**config.mk**
```make
export PLATFORM = sky130hd
export DESIGN_NAME = sap_controller
export DESIGN_NICKNAME = d
export VERILOG_FILES = /design/src/rtl/sap_controller.sv
export SDC_FILE = /design/constraint.sdc
export NUM_CORES = 1
export LEC_CHECK = 0
export BUFFER_PORTS_ARGS = -buffer_cell sky130_fd_sc_hd__buf_4
export CAP_MARGIN = 20
export CORE_MARGIN = 3
export CORE_UTILIZATION = 35
export CTS_CLUSTER_SIZE = 28
export DETAILED_ROUTE_END_ITERATION = 8
export GPL_TIMING_DRIVEN = 0
export MAX_ROUTING_LAYER = met4
export PLACE_DENSITY = 0.7
export SKIP_LAST_GASP = 1
export SYNTH_ARGS = -nofsm -noshare
export SYNTH_HDL_FRONTEND = slang
export SYNTH_SLANG_ARGS = --single-unit
export TNS_END_PERCENT = 1
```
**constraint.sdc**
```tcl
create_clock -name CLK -period 1.1 [get_ports CLK]
set_input_delay 0.165 -clock CLK [delete_from_list [all_inputs] [get_ports CLK]]
set_output_delay 0.165 -clock CLK [all_outputs]
set_load 0.01 [all_outputs]
```
**src/rtl/sap_controller.sv**
```systemverilog
// rtl/sap_controller.sv - SAP-1 controller-sequencer: T1..T6 ring, HALT, control-word decode, carry/zero flags
module sap_controller (
  input  logic       CLK,
  input  logic       CLR_n,
  input  logic       run,
  input  logic [3:0] opcode,
  input  logic       alu_c,
  input  logic       alu_z,
  output logic       cp,
  output logic       ep,
  output logic       lm,
  output logic       ce,
  output logic       li,
  output logic       ei,
  output logic       la,
  output logic       ea,
  output logic       su,
  output logic       eu,
  output logic       lb,
  output logic       lo,
  output logic       lp,
  output logic       hlt,
  output logic       flag_c,
  output logic       flag_z,
  output logic [5:0] tstate
);

  localparam logic [3:0] OP_LDA = 4'h0;
  localparam logic [3:0] OP_ADD = 4'h1;
  localparam logic [3:0] OP_SUB = 4'h2;
  localparam logic [3:0] OP_JMP = 4'h3;
  localparam logic [3:0] OP_JC  = 4'h7;
  localparam logic [3:0] OP_JZ  = 4'h8;
  localparam logic [3:0] OP_OUT = 4'hE;
  localparam logic [3:0] OP_HLT = 4'hF;

  typedef enum logic [2:0] {
    S_T1   = 3'd0,
    S_T2   = 3'd1,
    S_T3   = 3'd2,
    S_T4   = 3'd3,
    S_T5   = 3'd4,
    S_T6   = 3'd5,
    S_HALT = 3'd6
  } state_t;

  state_t state;
  state_t next_state;

  logic is_alu_op;
  assign is_alu_op = (opcode == OP_ADD) || (opcode == OP_SUB);

  // State register and flag latch; reset wins over run and HALT, run=0 freezes everything
  always_ff @(posedge CLK) begin
    if (!CLR_n) begin
      state  <= S_T1;
      flag_c <= 1'b0;
      flag_z <= 1'b0;
    end else if (run) begin
      state <= next_state;
      if (state == S_T6 && is_alu_op) begin
        flag_c <= alu_c;
        flag_z <= alu_z;
      end
    end
  end

  // Next-state ring, one-hot tstate view and Moore control-word decode
  always_comb begin
    next_state = state;
    tstate     = 6'b000000;
    hlt        = 1'b0;
    cp = 1'b0; ep = 1'b0; lm = 1'b0; ce = 1'b0; li = 1'b0; ei = 1'b0;
    la = 1'b0; ea = 1'b0; su = 1'b0; eu = 1'b0; lb = 1'b0; lo = 1'b0;
    lp = 1'b0;

    case (state)
      S_T1:    begin next_state = S_T2; tstate = 6'b000001; end
      S_T2:    begin next_state = S_T3; tstate = 6'b000010; end
      S_T3:    begin next_state = S_T4; tstate = 6'b000100; end
      S_T4:    begin
        next_state = (opcode == OP_HLT) ? S_HALT : S_T5;
        tstate     = 6'b001000;
      end
      S_T5:    begin next_state = S_T6; tstate = 6'b010000; end
      S_T6:    begin next_state = S_T1; tstate = 6'b100000; end
      S_HALT:  begin next_state = S_HALT; hlt = 1'b1; end
      default: next_state = S_T1;
    endcase

    if (run) begin
      case (state)
        S_T1: begin ep = 1'b1; lm = 1'b1; end
        S_T2: cp = 1'b1;
        S_T3: begin ce = 1'b1; li = 1'b1; end
        S_T4: begin
          case (opcode)
            OP_LDA, OP_ADD, OP_SUB: begin ei = 1'b1; lm = 1'b1; end
            OP_OUT: begin ea = 1'b1; lo = 1'b1; end
            OP_JMP: begin ei = 1'b1; lp = 1'b1; end
            OP_JC:  begin ei = flag_c; lp = flag_c; end
            OP_JZ:  begin ei = flag_z; lp = flag_z; end
            default: ;
          endcase
        end
        S_T5: begin
          case (opcode)
            OP_LDA:         begin ce = 1'b1; la = 1'b1; end
            OP_ADD, OP_SUB: begin ce = 1'b1; lb = 1'b1; end
            default: ;
          endcase
        end
        S_T6: begin
          if (is_alu_op) begin
            eu = 1'b1;
            la = 1'b1;
            su = (opcode == OP_SUB);
          end
        end
        default: ;
      endcase
    end
  end

endmodule

```
* Word level (Yosys, flattened, before mapping)
Cells that the tools add are included.
** Word-level totals
- Input port bits :: 9
- Bits in registers :: 5
** Cells by class
- Eq/ne operators :: 13
- Reduce and logical (&&, ||, !) cells :: 8
- Mux-type cells :: 36
** Operators with widths (count)
- case mux 6 bit (6 select lines) :: 1
- 2-to-1 mux 1 bit :: 28
- case mux 3 bit (6 select lines) :: 1
- == test 4 bit (second input constant) :: 3
- == test 3 bit (second input constant) :: 3
- == test 4 x 2 -> 1 bit (second input constant) :: 2
- == test 3 x 2 -> 1 bit (second input constant) :: 2
- case mux 1 bit (2 select lines) :: 3
- case mux 1 bit (3 select lines) :: 2
- == test 4 x 1 -> 1 bit (second input constant) :: 1
- == test 4 x 3 -> 1 bit (second input constant) :: 1
- logical NOT 4 bit :: 1
- OR reduction 4 bit :: 1
- == test 3 x 1 -> 1 bit (second input constant) :: 1
- logical NOT 3 bit :: 1
- OR reduction 3 bit :: 1
- 2-to-1 mux 2 bit :: 1
- AND reduction 2 bit :: 1
- OR reduction 2 bit :: 1
- logical AND 1 bit :: 1
- logical OR 1 bit :: 1

* Longest topological paths before layout
Gate-level depths: netlist (run 1).
- Word-level depth :: 5
- Mapped depth :: 5

* Worst setup path after synthesis (run 1)
Ideal clock, no wire load.
- Path type :: register to output
- Start point :: register state[1]
- End point :: output port lo
- Required time :: 0.935 ns
- Cell stages (with the launch flop) :: 6
- Slack :: -0.339 ns
- Data arrival time :: 1.274 ns
- Buffers on the path :: 2
- Cell sequence :: dfxtp_1 > buf_2 > and3b_1 > nand3_1 > nor2_1 > buf_4
** On the way
- Longest elaborated chain between the ends :: 3
** RTL lines
- from (decl) :: RTL line 47 : state_t state;
- from (signal assigned) :: RTL line 60 : state <= next_state;
- == test 3 x 2 -> 1 bit
- 2-to-1 mux 1 bit (2 in series)
- to (decl) :: RTL line 20 : output logic lo,
Every way passes these cells.

* Final worst setup path (run 1)
- Start point :: register state[1]
- End point :: output port lp
** On the way
- Longest elaborated chain between the ends :: 3
** RTL lines
- == test 3 x 2 -> 1 bit :: RTL line 92 : case (state)
- 2-to-1 mux 1 bit :: RTL line 92
- 2-to-1 mux 1 bit :: RTL line 91 : if (run) begin
- to (decl) :: RTL line 21 : output logic lp,
Every way passes these cells.

==> results.sh, run 1 <==
export IMPL_status="complete, but fails checks"
export IMPL_violations="negative setup slack"
export IMPL_synth_warnings=0
export IMPL_startpoint_type="flop"
export IMPL_ys_types=33
export IMPL_fp_dieArea_mm2=0.00199
export IMPL_drv_cap=0
export IMPL_post_route_period_util=1.40
export IMPL_clk_latency_ps=240
export IMPL_finalPower_mw=0.647
export IMPL_ios=31
export IMPL_hold_path_class="in -> reg"
export IMPL_root_buffer="clkbuf_4"
export IMPL_dp_hpwl_mm=1.15
export IMPL_antenna_found_initial=0
export IMPL_ys_async_sr_fraction=0
export IMPL_drtIter0Drc=14
export IMPL_fmax_mhz=650
export IMPL_ys_seq_area_frac=0.192
export IMPL_dp_worst_setup_slack_ps=-241
export IMPL_syn_nets=82
export IMPL_grt_pass1_vias=637
export IMPL_peakVddDrop_v=0.000531
export IMPL_ant_nets=0
export IMPL_vias=673
export IMPL_worstReg2RegStart="state[2]$_SDFFE_PN0P_"
export IMPL_rows=13
export IMPL_cp_max_fo=5
export IMPL_clock_skew_ps=3.12
export IMPL_area_growth_synth_to_final_pct=76.0
export IMPL_synth_area_um2=522
export IMPL_endpoint_kind="output pin"
export IMPL_critical_path_class="reg -> out"
export IMPL_final_hold_violation_count=0
export IMPL_slew_violations=0
export IMPL_power_density_mw_per_mm2=704
export IMPL_timing_hold_ws_ps=181
export IMPL_setup_viol=23
export IMPL_yosys_register_bits=5
export IMPL_layout_drive_gt1_share=0.550
export IMPL_crit_required_ps=940
export IMPL_cts_buffers=3
export IMPL_postRouteWirelength_mm=1.64
export IMPL_portBuffers=29
export IMPL_synthCells=73
export IMPL_leakage_nw=0.397
export IMPL_grt_overflow=0
export IMPL_worstReg2RegEnd="flag_z$_SDFFE_PN0P_"
export IMPL_r2r_setup_slack_ps=-200
export IMPL_finalCriticalPeriod_ps=1540
export IMPL_worstHoldEndpoint="flag_c$_SDFFE_PN0P_"
export IMPL_htree_levels=1
export IMPL_synth_flop_cell="dfxtp_1"
export IMPL_syn_avg_cell_area_um2=7.15
export IMPL_gp_congestion=0.820
export IMPL_cts_tree="done"
export IMPL_synth_edf_count=0
export IMPL_final_net_count=121
export IMPL_worstRegToRegCells=4
export IMPL_clk_pin_slew_ps=40
export IMPL_worst_slack_ps=-439
export IMPL_diodes=0
export IMPL_routed_via_density=5.34
export IMPL_wire_per_inst_um=13.0
export IMPL_max_slew_worst_pin_slew_ps=338
export IMPL_fin_util=0.680
export IMPL_holdPathStages=3
export IMPL_worst_ep_arrival_time_ps=1370
export IMPL_die_x_um=44.6
export IMPL_cts_sinks=5
export IMPL_clockBufferDepth=2
export IMPL_firstDrtPassIters=4
export IMPL_initial_core_util=0.386
export IMPL_grt_use_total=0.188
export IMPL_die_y_um=44.6
export IMPL_grt_setup_unrepaired="yes"
export IMPL_relSlewSlack=0.773
export IMPL_grt_pass1_wl_mm=2.74
export IMPL_drc=0
export IMPL_worstHoldStart="alu_c"
export IMPL_grt_max_degree=11
export IMPL_core_area_mm2=0.00135
==> worst max path at each step <==
stage / from / end / slack [ps] / cells past startpoint
final: state[1]$_SDFFE_PN0P_ / lp / -440 / 4
after global routing: state[2]$_SDFFE_PN0P_ / ce / -500 / 4
after CTS: state[2]$_SDFFE_PN0P_ / ce / -440 / 4
after detailed placement: state[0]$_SDFFE_PN0P_ / ei / -240 / 5
after global placement: state[0]$_SDFFE_PN0P_ / ei / -230 / 5
after floorplan: state[1]$_SDFFE_PN0P_ / lo / -90 / 5
==> stage by stage <==
step | TNS, ps | std cells | area, µm²
after global routing | -8740 | 126 | 918
final | -6850 | 126 | 918
after global placement | -2130 | 117 | 832
after floorplan | -550 | 73 | 596
after detailed placement | -2150 | 117 | 832
after CTS | -6980 | 126 | 918
==> Yosys cell counts (2+ instances only) <==
master | n | share of area
nand3_1 | 3 | 0.029
nor2_1 | 7 | 0.050
mux2i_1 | 2 | 0.038
inv_1 | 2 | 0.014
and2_1 | 3 | 0.036
buf_2 | 3 | 0.029
nor2b_1 | 2 | 0.024
a21oi_1 | 4 | 0.038
dfxtp_1 | 5 | 0.19
nor3b_1 | 5 | 0.072
nor3_1 | 4 | 0.038
nand2_1 | 11 | 0.079
a31oi_1 | 2 | 0.024
==> placed cells by master, fill, tap and decap left out, types with 2 or more instances in the layout <==
cell type / count
dfxtp_1: 2
nor3_1: 3
a31oi_1: 2
nand3_1: 2
clkbuf_4: 3
buf_6: 5
buf_2: 3
a21oi_1: 2
nor3b_1: 4
mux2i_1: 2
nor2b_1: 2
a21oi_4: 2
inv_1: 2
nand2_1: 10
buf_4: 32
dfxtp_2: 2
nor2_1: 6
and2_1: 3
==> critical path: stages, from the launching register on <==
cell	delay, ps
dfxtp_2	360
inv_1	110
or3_4	420
a21oi_4	130
buf_6	110
==> metal layers <==
| layer | share of wire | vias to the layer above | GRT usage |
|---|---|---|---|
| met5 | 0 | - | - |
| met4 | 0 | 0 | 0.0361 |
| met3 | 0.070 | 0 | 0.0488 |
| met2 | 0.53 | 26 | 0.338 |
| met1 | 0.39 | 314 | 0.205 |
| li1 | - | 333 | - |
==> kinds of logic after synthesis <==
family          count (synthesis)  synth area share
flops                           5             0.192
buf+inv                         8            0.0719
simple gates                   44             0.506
compound gates                 12             0.158
xor+xnor                        2            0.0336
mux                             2            0.0384
==> flip-flops by register name, indices dropped and copies added, names as in the netlist <==
signal,count
flag_c,1
flag_z,1
state,3
==> report_power, final <==
group          switching (mW)  internal [mW]
registers             0.00526          0.188
logic                   0.127          0.117
clock network          0.0725          0.137
==> repair_timing <==
action	in CTS	in global routing
setup endpoints to repair	23	24
endpoints found under the hold margin	0	0
pin swaps	3	1
setup buffers	5	0
hold buffers	0	0
resized for setup	7	1
==> layout make-up <==
| class | count | area [µm²] |
|---|---|---|
| Sequential cell | 5 | 106 |
| Fill cell | 121 | 432 |
| Tap cell | 15 | 18.8 |
| Timing Repair Buffer | 34 | 263 |
| Multi-Input combinational cell | 60 | 448 |
| Buffer | 6 | 48.8 |
| Inverter | 2 | 7.51 |
| Clock buffer | 4 | 26.3 |
No activity file was read; power rests on OpenSTA's default activity.
==> inputs of run 2 (changes only) <==
--- a/config.mk
+++ b/config.mk
@@ -7,6 +7,6 @@
 export LEC_CHECK = 0
-export BUFFER_PORTS_ARGS = -buffer_cell sky130_fd_sc_hd__buf_4
+export BUFFER_PORTS_ARGS = -buffer_cell sky130_fd_sc_hd__buf_2
 export CAP_MARGIN = 20
 export CORE_MARGIN = 3
-export CORE_UTILIZATION = 35
+export CORE_UTILIZATION = 37
 export CTS_CLUSTER_SIZE = 28
@@ -15,3 +15,3 @@
 export MAX_ROUTING_LAYER = met4
-export PLACE_DENSITY = 0.7
+export PLACE_DENSITY = 0.74
 export SKIP_LAST_GASP = 1
==> constraint.sdc (replaced) <==
create_clock -name CLK -period 1.1 [get_ports CLK]
set_input_delay 0.11 -clock CLK [delete_from_list [all_inputs] [get_ports CLK]]
set_output_delay 0.11 -clock CLK [all_outputs]
set_load 0.01 [all_outputs]
==> run 2 against run 1 <==
The flow still finishes with violations (negative setup slack). Final area down 12%. Clock power rose by 6%. Wire length is 13% lower. Final cell count is 0.79% lower. Global-route usage fell by 1.8 points. Total power shrank 3.3%. Core utilization down 1.7 points. Sequential power is essentially flat. Non-clock buffer count is the same. Critical path depth stayed put. Critical endpoint is now ce. Highest routed layer is now met4.
==> results.sh, run 2 (synthesized netlist as in run 1, its figures left out) <==
export IMPL_layout_drive_gt1_share=0.523
export IMPL_largestRegisters="state (3), flag_c (1), flag_z (1)"
export IMPL_grt_overflow=0
export IMPL_peakVddDrop_v=0.000505
export IMPL_area_growth_synth_to_final_pct=54.7
export IMPL_dp_hpwl_mm=1.07
export IMPL_root_buffer="clkbuf_4"
export IMPL_rows=12
export IMPL_clk_latency_ps=250
export IMPL_crit_required_ps=990
export IMPL_worstReg2RegStart="state[1]$_SDFFE_PN0P_"
export IMPL_regMostFlops="state"
export IMPL_worstHoldStart="alu_z"
export IMPL_cts_hold_buf=0
export IMPL_startpoint_type="flop"
export IMPL_combPwrFrac=0.339
export IMPL_fmax_mhz=678
export IMPL_relSlewSlack=0.775
export IMPL_swShare=0.332
export IMPL_power_density_mw_per_mm2=774
export IMPL_holdPathStages=3
export IMPL_fp_dieArea_mm2=0.00190
export IMPL_finalCriticalPeriod_ps=1470
export IMPL_worst_slack_ps=-374
export IMPL_worst_ep_arrival_time_ps=1360
export IMPL_fin_util=0.664
export IMPL_clockBufferDepth=2
export IMPL_die_x_um=43.6
export IMPL_clock_skew_ps=6.39
export IMPL_grt_setup_unrepaired="yes"
export IMPL_switching_power_mw=0.207
export IMPL_critical_path_class="reg -> out"
export IMPL_htree_levels=1
export IMPL_routed_via_density=5.25
export IMPL_grt_pass1_vias=556
export IMPL_firstDrtPassIters=4
export IMPL_antenna_found_initial=0
export IMPL_portBuffers=29
export IMPL_cp_max_fo=3
export IMPL_die_y_um=43.6
export IMPL_violations="negative setup slack"
export IMPL_wire_per_inst_um=11.4
export IMPL_cts_sinks=5
export IMPL_postRouteWirelength_mm=1.43
export IMPL_gp_congestion=0.779
export IMPL_finalPower_mw=0.625
export IMPL_setup_viol=23
export IMPL_intPower_mw=0.418
export IMPL_worstHoldEndpoint="flag_z$_SDFFE_PN0P_"
export IMPL_grt_use_total=0.171
export IMPL_ios=31
export IMPL_leakage_nw=0.386
export IMPL_drtIter0Drc=19
export IMPL_fillers=111
export IMPL_grt_max_degree=11
export IMPL_slew_violations=0
export IMPL_post_route_period_util=1.34
export IMPL_p_clk_frac=0.356
export IMPL_r2r_setup_slack_ps=-180
export IMPL_core_area_mm2=0.00122
export IMPL_worstReg2RegEnd="flag_c$_SDFFE_PN0P_"
export IMPL_diodes=0
export IMPL_largest_register_ffs=3
export IMPL_status="complete, but fails checks"
export IMPL_vias=656
export IMPL_initial_core_util=0.429
export IMPL_layout_commonest_cell="buf_2"
export IMPL_grt_pass1_wl_mm=2.40
export IMPL_seqPwrFrac=0.305
export IMPL_cts_buffers=3
export IMPL_ant_nets=0
export IMPL_worstRegToRegCells=4
export IMPL_max_slew_worst_pin_slew_ps=335
export IMPL_final_hold_violation_count=0
export IMPL_clk_pin_slew_ps=50
export IMPL_layout_common_cells="buf_2, nand2_1, nor2_1, buf_4"
export IMPL_endpoint_kind="output pin"
export IMPL_cts_tree="done"
export IMPL_drv_cap=0
export IMPL_hold_path_class="in -> reg"
export IMPL_drc=0
export IMPL_final_net_count=121
run 2: worst max-delay path, cell delays in order, from the launching register on:
cell,delay (ps)
dfxtp_4,350
nor4b_4,300
a2bb2oi_1,110
nor3b_1,190
buf_2,160
run 2: worst max path at each step:
stage                                      from  endpoint  slack [ps]
final                     state[1]$_SDFFE_PN0P_        ce        -370
after global routing      state[1]$_SDFFE_PN0P_        ce        -510
after CTS                 state[1]$_SDFFE_PN0P_        ei        -380
after detailed placement  state[2]$_SDFFE_PN0P_        la        -330
after global placement    state[2]$_SDFFE_PN0P_        la        -290
after floorplan           state[2]$_SDFFE_PN0P_        ep        -100
run 2: power by group through the flow:
stage                     Combinational (mW)  Sequential, mW  Clock [mW]
after CTS                              0.212           0.193       0.231
after global routing                   0.234           0.191       0.256
after detailed placement               0.188           0.197           0
final                                  0.212           0.191       0.222
after global placement                 0.185           0.196           0
after floorplan                        0.121           0.196           0
run 2: what timing repair did:
action                                  4_1_cts  5_1_grt
endpoints found under the setup margin       25       24
gates resized for setup                       9        1
setup buffers                                 5        0
pin swaps                                     1        1
run 2: cell type report:
| type | count | area (µm²) | area share |
|---|---|---|---|
| Buffer | 6 | 47.5 | 0.0589 |
| Tap cell | 14 | 17.5 | 0.0217 |
| Sequential cell | 5 | 108 | 0.133 |
| Multi-Input combinational cell | 60 | 418 | 0.518 |
| Timing Repair Buffer | 34 | 183 | 0.226 |
| Inverter | 2 | 7.51 | 0.00930 |
| Clock buffer | 4 | 26.3 | 0.0326 |
run 2: metal layers:
layer	share of wire	wire, µm	vias to the layer above	track usage
met5	0	0	-	-
met1	0.45	636	282	0.228
li1	-	-	335	-
met2	0.43	618	36	0.241
met3	0.10	143	3	0.0290
met4	0.020	29	0	0.0904
run 2: metrics by stage:
stage,TNS (ps),worst slack (ps),instances,instance area (µm²),hold WS [ps]
4_1_cts,-6160,-378,125,805,103
2_1_floorplan,-667,-105,73,552,224
3_5_place_dp,-2600,-328,116,714,367
3_3_place_gp,-2560,-293,116,714,357
6_report,-5950,-374,125,807,105
5_1_grt,-8180,-510,125,807,126
==> inputs of run 3 (changes only) <==
PLACE_DENSITY = 0.76   (was 0.74)
clock period = 1.3 ns   (was 1.1 ns; I/O delays follow)
==> run 3 against run 2 <==
Via count rose by 3.4%. The run still ends with negative setup slack left. Core utilization up 3.8 points. Worst hold slack better by 26 ps. Register-to-register slack improved by 150 ps. Global-route usage up 2.2 points. Wire length rose by 21%.
==> results.sh, run 3 (synthesized netlist as in run 1, its figures left out) <==
export IMPL_status="complete, but fails checks"
export IMPL_violations="negative setup slack"
export IMPL_clock_skew_ps=1.67
export IMPL_grt_use_total=0.192
export IMPL_drt_met1_wl_um=740
export IMPL_relSlewSlack=0.671
export IMPL_area_growth_synth_to_final_pct=63.5
export IMPL_rows=12
export IMPL_initial_core_util=0.429
export IMPL_fin_tns_setup_ps=-2300
export IMPL_top_layer_used="met4"
export IMPL_dp_hpwl_mm=1.03
export IMPL_finalCriticalPeriod_ps=1500
export IMPL_final_net_count=124
export IMPL_ios=31
export IMPL_postRouteWirelength_mm=1.73
export IMPL_cts_tree="done"
export IMPL_cp_max_fo=3
export IMPL_startpoint_type="flop"
export IMPL_hold_path_class="in -> reg"
export IMPL_portBuffers=29
export IMPL_holdPathStages=3
export IMPL_htree_levels=1
export IMPL_routed_via_density=5.30
export IMPL_peakVddDrop_v=0.000449
export IMPL_die_x_um=43.6
export IMPL_worst_slack_ps=-196
export IMPL_cts_sinks=5
export IMPL_grt_overflow=0
export IMPL_drv_cap=0
export IMPL_grt_pass1_wl_mm=2.77
export IMPL_fmax_mhz=668
export IMPL_grt_pass1_vias=625
export IMPL_max_slew_worst_pin_slew_ps=490
export IMPL_cts_hold_buf=0
export IMPL_root_buffer="clkbuf_4"
export IMPL_clockBufferDepth=2
export IMPL_finalPower_mw=0.550
export IMPL_dp_worst_setup_slack_ps=-105
export IMPL_critical_path_class="reg -> out"
export IMPL_crit_required_ps=1170
export IMPL_fillers=97
export IMPL_fp_dieArea_mm2=0.00190
export IMPL_leakage_nw=0.404
export IMPL_vias=678
export IMPL_drtIter0Drc=15
export IMPL_core_area_mm2=0.00122
export IMPL_clk_pin_slew_ps=40
export IMPL_layout_common_cells="buf_2, nand2_1, buf_4"
export IMPL_grt_setup_unrepaired="yes"
export IMPL_regMostFlops="state"
export IMPL_dr_wl_met2_um=902
export IMPL_dp_cells=116
export IMPL_ant_nets=0
export IMPL_post_route_period_util=1.15
export IMPL_fin_util=0.702
export IMPL_layout_commonest_cell="buf_2"
export IMPL_dr_wl_met3_um=78
export IMPL_setup_viol=20
export IMPL_largest_register_ffs=3
export IMPL_wire_per_inst_um=13.5
export IMPL_drc=0
export IMPL_diodes=0
export IMPL_cts_buffers=3
export IMPL_firstDrtPassIters=4
export IMPL_die_y_um=43.6
export IMPL_largestRegisters="state (3), flag_c (1), flag_z (1)"
export IMPL_clk_latency_ps=240
export IMPL_layout_drive_gt1_share=0.588
export IMPL_layoutNonFillerInstCount=128
export IMPL_worst_ep_arrival_time_ps=1370
export IMPL_slew_violations=0
export IMPL_worstRegToRegCells=4
export IMPL_final_hold_violation_count=0
export IMPL_endpoint_kind="output pin"
export IMPL_gp_congestion=0.802
export IMPL_antenna_found_initial=0
export IMPL_power_density_mw_per_mm2=645
export IMPL_grt_max_degree=11
-- run 3: cell type report --
type / instances / area (µm²) / area share
Sequential cell: 5 / 109 / 0.128
Clock buffer: 4 / 26.3 / 0.0308
Tap cell: 14 / 17.5 / 0.0205
Buffer: 6 / 47.5 / 0.0557
Inverter: 2 / 7.51 / 0.00880
Timing Repair Buffer: 37 / 209 / 0.245
Multi-Input combinational cell: 60 / 437 / 0.512
-- run 3: critical path, stage by stage (launching register included) --
cell	delay (ps)
dfxtp_4	350
nor4b_4	320
nand2_2	140
a211oi_2	150
buf_2	150
-- run 3: path summary, 6_finish.rpt --
kind / startpoint / to / slack, ps
max: state[1]$_SDFFE_PN0P_ / la / -200
max reg2reg: state[1]$_SDFFE_PN0P_ / flag_c$_SDFFE_PN0P_ / -30
min: alu_z / flag_z$_SDFFE_PN0P_ / 130
min reg2reg: flag_z$_SDFFE_PN0P_ / flag_z$_SDFFE_PN0P_ / 500
-- run 3: layer usage --
metal / vias up / GRT usage
met4: 0 / 0.0964
met3: 2 / 0.0332
li1: 343 / -
met2: 22 / 0.317
met1: 311 / 0.221
met5: - / -
-- run 3: through the flow --
stage	cell area, µm²	hold WS, ps
after floorplan	528	244
after global placement	691	377
after detailed placement	691	387
after CTS	835	124
after global routing	853	127
final	853	131
-- run 3: what timing repair did --
item / 4_1_cts / 5_1_grt
gates cloned: 0 / 0
setup endpoints to repair: 18 / 21
pin swaps: 4 / 2
resized for setup: 20 / 4
setup buffers: 8 / 0
-- run 3: where the power goes --
part	leakage (nW)	internal, mW	switching, mW
Clock	0.0150	0.116	0.0667
Combinational	0.346	0.0927	0.111
Sequential	0.0425	0.158	0.00535
Total	0.404	0.367	0.183
